==> src/rtl/serial_add_sub.sv <==
// serial_add_sub
//   Bit-serial adder/subtractor. One result bit is produced per clock, LSB
//   first. Subtraction is done as A + ~B + 1: B is inverted at acceptance
//   and the initial carry is set to 1.
//
// Ports
//   clk    in   sole clock, rising edge
//   rst    in   synchronous active-high reset
//   start  in   request a new operation (accepted in IDLE or DONE)
//   m      in   mode: 0 = A+B, 1 = A-B (sampled with start)
//   A, B   in   WIDTH-bit operands (sampled with start)
//   busy   out  high while the serial operation runs
//   done   out  one-cycle pulse when S/c/v have just been updated
//   S      out  WIDTH-bit result, modulo 2^WIDTH
//   c      out  carry out of MSB (subtract: 1 = no borrow)
//   v      out  signed overflow
//
// state | meaning
// ------+--------------------------------------------------------------
// IDLE  | waiting for start; outputs hold last result
// RUN   | one bit per cycle, WIDTH cycles, busy=1
// DONE  | S/c/v freshly loaded, done=1; start here begins the next op

module serial_add_sub #(
  parameter int WIDTH = 4
) (
  input  logic             clk,
  input  logic             rst,
  input  logic             start,
  input  logic             m,
  input  logic [WIDTH-1:0] A,
  input  logic [WIDTH-1:0] B,
  output logic             busy,
  output logic             done,
  output logic [WIDTH-1:0] S,
  output logic             c,
  output logic             v
);

  localparam int IDX_W = (WIDTH > 1) ? $clog2(WIDTH) : 1;
  localparam logic [IDX_W-1:0] LAST_IDX = IDX_W'(WIDTH - 1);

  typedef enum logic [1:0] {
    IDLE = 2'd0,
    RUN  = 2'd1,
    DONE = 2'd2
  } state_t;

  state_t           state_q, state_d;
  logic [WIDTH-1:0] a_q, a_d;
  logic [WIDTH-1:0] b_q, b_d;
  logic [WIDTH-1:0] sum_q, sum_d;
  logic             carry_q, carry_d;
  logic [IDX_W-1:0] idx_q, idx_d;
  logic [WIDTH-1:0] s_q, s_d;
  logic             c_q, c_d;
  logic             v_q, v_d;
  logic             busy_q, busy_d;
  logic             done_q, done_d;

  logic             sum_bit;
  logic             carry_out;

  always_comb begin
    state_d   = state_q;
    a_d       = a_q;
    b_d       = b_q;
    sum_d     = sum_q;
    carry_d   = carry_q;
    idx_d     = idx_q;
    s_d       = s_q;
    c_d       = c_q;
    v_d       = v_q;
    busy_d    = 1'b0;
    done_d    = 1'b0;

    sum_bit   = a_q[0] ^ b_q[0] ^ carry_q;
    carry_out = (a_q[0] & b_q[0]) | (carry_q & (a_q[0] ^ b_q[0]));

    case (state_q)
      IDLE, DONE: begin
        state_d = IDLE;
        if (start) begin
          a_d     = A;
          b_d     = B ^ {WIDTH{m}};
          carry_d = m;
          idx_d   = '0;
          sum_d   = '0;
          state_d = RUN;
          busy_d  = 1'b1;
        end
      end

      RUN: begin
        a_d     = a_q >> 1;
        b_d     = b_q >> 1;
        sum_d   = {sum_bit, sum_q[WIDTH-1:1]};
        carry_d = carry_out;
        idx_d   = idx_q + IDX_W'(1);
        busy_d  = 1'b1;
        if (idx_q == LAST_IDX) begin
          // On the MSB cycle carry_q is the carry into the MSB, so the
          // overflow flag can be formed here without a separate register.
          state_d = DONE;
          busy_d  = 1'b0;
          done_d  = 1'b1;
          idx_d   = '0;
          s_d     = {sum_bit, sum_q[WIDTH-1:1]};
          c_d     = carry_out;
          v_d     = carry_q ^ carry_out;
        end
      end

      default: begin
        state_d = IDLE;
      end
    endcase
  end

  always_ff @(posedge clk) begin
    if (rst) begin
      state_q <= IDLE;
      a_q     <= '0;
      b_q     <= '0;
      sum_q   <= '0;
      carry_q <= 1'b0;
      idx_q   <= '0;
      s_q     <= '0;
      c_q     <= 1'b0;
      v_q     <= 1'b0;
      busy_q  <= 1'b0;
      done_q  <= 1'b0;
    end else begin
      state_q <= state_d;
      a_q     <= a_d;
      b_q     <= b_d;
      sum_q   <= sum_d;
      carry_q <= carry_d;
      idx_q   <= idx_d;
      s_q     <= s_d;
      c_q     <= c_d;
      v_q     <= v_d;
      busy_q  <= busy_d;
      done_q  <= done_d;
    end
  end

  assign busy = busy_q;
  assign done = done_q;
  assign S    = s_q;
  assign c    = c_q;
  assign v    = v_q;

endmodule

==> config.mk <==
export PLATFORM = sky130hd
export DESIGN_NAME = serial_add_sub
export DESIGN_NICKNAME = d
export VERILOG_FILES = /design/src/rtl/serial_add_sub.sv
export SDC_FILE = /design/constraint.sdc
export NUM_CORES = 1
export LEC_CHECK = 0
export CORE_MARGIN = 8
export CORE_UTILIZATION = 44
export CTS_CLUSTER_DIAMETER = 150
export DETAILED_ROUTE_END_ITERATION = 12
export GPL_TIMING_DRIVEN = 0
export PLACE_DENSITY_LB_ADDON = 0.25
export SLEW_MARGIN = 20
export SYNTH_ARGS = -nofsm -noshare
export SYNTH_HDL_FRONTEND = slang
export SYNTH_SLANG_ARGS = --single-unit
==> constraint.sdc <==
create_clock -name clk -period 1.1 [get_ports clk]
set_input_delay 0.165 -clock clk [delete_from_list [all_inputs] [get_ports clk]]
set_output_delay 0.165 -clock clk [all_outputs]
set_load 0.02 [all_outputs]
==> results_dict.tcl <==
set metrics [dict create \
    drive_above_1_share 0.3669 \
    dr.pass1.iters 4 \
    required_ns 1.36 \
    p_switching_uw 432.6 \
    die_area_sq_um 3973 \
    clk_pin_slew_ns 0.12 \
    slew_violations 0 \
    endpoint_kind "flop" \
    grt_pass1_wl_um 3477 \
    die_h_um 63.04 \
    multi_input_area_sq_um 528.0 \
    fmax_ghz 0.8267 \
    grt.met1_usage 0.1139 \
    busiest_layer "met2" \
    ys_seq_elements 24 \
    wl_per_cell_um 13.43 \
    regArea_sq_um 491.7 \
    grt_overflow 0 \
    root_buffer "clkbuf_4" \
    start_kind "flop" \
    drc 0 \
    clock_power_share 0.275 \
    dieWidth_um 63.04 \
    hold_path.class "in -> reg" \
    fin_hold_ws_ns 0.2450 \
    fillers 192 \
    crit_chain "fa_2, xor2_1, nand3_1, a21oi_2" \
    rows 17 \
    finalCriticalPeriod_ns 1.210 \
    htree_levels 1 \
    initial_core_util 0.4531 \
    synthCells 110 \
    synth_cell_types 22 \
    p_int_uw 1260 \
    port-buffer-count 18 \
    syn-num-nets 124 \
    power_density_nw_per_um2 1231 \
    hold_viol 0 \
    crit_end "v" \
    drtIter0Drc 15 \
    cp-startpoint "a_q[0]" \
    arrival_ns 1.46 \
    worst_pin_slew_ns 0.5330 \
    pwr-share-comb 0.171 \
    crit_fanout 3 \
    cts.sinks 24 \
    grt_usage 0.1048 \
    status "finished with violations" \
    regToRegSetupSlack_ns -0.11 \
    rr_endpoint "v" \
    clock_latency_ns 0.32 \
    gp_congestion 0.7237 \
    irDropWorstVdd_mv 0.7663 \
    skew_ns 0.006761 \
    gr-usage-met3 0.03763 \
    grt_pass1_vias 798 \
    setup-tns-final_ns -0.7299 \
    core_area_sq_um 2148 \
    crit_cells 4 \
    grt_use_met2 0.1754 \
    numCtsBuffers 3 \
    seq_area_frac_synth 0.4936 \
    nNetsFinal 154 \
    synth_area_leader_cell "dfxtp_1" \
    r2r_start "a_q[0]" \
    yosysWarnings 0 \
    hpwl_um 1449 \
    max_cap_violations 0 \
    postLayoutSetupSlackWorst_ns -0.1096 \
    syn_to_final_growth_pct 41.26 \
    crit_type "reg -> reg" \
    swShare 0.2556 \
    cp_num_buf_inv 0 \
    vias_per_cell 5.257 \
    synth_area_leaders "dfxtp_1 49%, a21oi_1 9.8%, nand3_1 9.8%, a22oi_1 5.4%, nand2_1 4.6%" \
    failed_checks "negative setup slack" \
    grt_max_degree 14 \
    crit_path_top_delay_cell "fa_2" \
    routed_wl_um 2242 \
    synth_top_area_frac 0.4936 \
    max_stage_delay_ns 0.41 \
    ios 20 \
    tritoncts "built" \
    clock_path_buffers 2 \
    postSynthAreaPerCell_sq_um 8.849 \
    pwr-share-seq 0.554 \
    final_cell_mix "17 x dfxtp_1, 17 x nand3_1, 15 x a21oi_1" \
    antenna-diode-count 0 \
    ant_nets 0 \
    cp_top_family "adder cells" \
    finalCritPeriodShare 1.100 \
    rsz0062_at_grt "true" \
    vias 878 \
    setup_violations 21 \
    slew_headroom 0.6447 \
    reg2reg_depth 4 \
    antenna_found_initial 0 \
    power_leakage_uw 0.0005152 \
    syn-cell-area_sq_um 973.4 \
]
==> cell families after synthesis <==
kind of cell / after synthesis / share of synthesized area
xor+xnor: 5 / 0.04499
flops: 24 / 0.4936
buf+inv: 9 / 0.05270
fa+ha+maj: 2 / 0.03342
compound gates: 28 / 0.1658
simple gates: 42 / 0.2095
==> power groups by stage <==
stage               Clock [uW]  Sequential (uW)  Combinational, uW
finish                     466              937                289
global placement             0              949                222
global route               502              943                314
detailed placement           0              951                224
floorplan                    0              950                143
CTS                        480              934                246
==> worst register-to-register path, cell delays in order, from the launching register on <==
cell and delay [ns]:
dfxtp_2 0.35, fa_2 0.41, xor2_1 0.14, nand3_1 0.12, a21oi_2 0.13
==> worst min-delay path by stage <==
| stage | start | to | slack [ns] | cells past startpoint |
|---|---|---|---|---|
| floorplan | rst | S[2] | 0.23 | 1 |
| global placement | v | v | 0.44 | 2 |
| detailed placement | S[0] | S[0] | 0.45 | 2 |
| CTS | m | b_q[3] | 0.24 | 4 |
| global route | m | carry_q | 0.25 | 3 |
| finish | m | b_q[3] | 0.25 | 4 |
==> routing by layer <==
metal / vias to the layer above / wire (um)
li1: 448 / -
met1: 408 / 985
met2: 20 / 1099
met3: 2 / 125
met4: 0 / 31
met5: - / 0
==> metrics by stage <==
stage	cells	power [uW]	worst slack (ns)	utilization	area (sq um)
2_1_floorplan	110	1093	-0.005348	-	978.4
3_3_place_gp	156	1171	-0.2931	0.5556	1194
3_5_place_dp	156	1176	-0.3266	0.5556	1194
4_1_cts	164	1660	-0.07344	0.6104	1311
5_1_grt	167	1759	-0.1611	0.6401	1375
6_report	167	1692	-0.1096	0.6401	1375
==> flip-flops by register name (all words and copies together) (netlist names), 2 cells and up <==
name	flops
S	4
a_q	4
b_q	4
idx_q	2
state_q	2
sum_q	3
==> synth_stat cells, drive strengths merged <==
cell type,count
dfxtp,24
o21a,1
nand3,19
fa,1
nor2b,1
nand2b,2
ha,1
clkbuf,3
xor2,5
and2b,1
buf,6
a31oi,1
nor2,5
a22oi,7
nand3b,1
nand2,12
a21oi,19
nor4b,1
==> final cells by class <==
class	instances	area share
plain buffers	9	0.05369
clock buffers	4	0.02639
multi-input cells	77	0.3840
flip-flops and latches	24	0.3576
well taps	28	0.02548
repair buffers	25	0.1529
==> repair_timing <==
item,4_1_cts,5_1_grt
pin swaps,5,6
gates resized for setup,41,29
endpoints found under the hold margin,0,0
hold buffers,0,0
cloned,0,2
endpoints found under the setup margin,27,28
setup buffers,4,1
No activity file was read; power rests on OpenSTA's default activity.
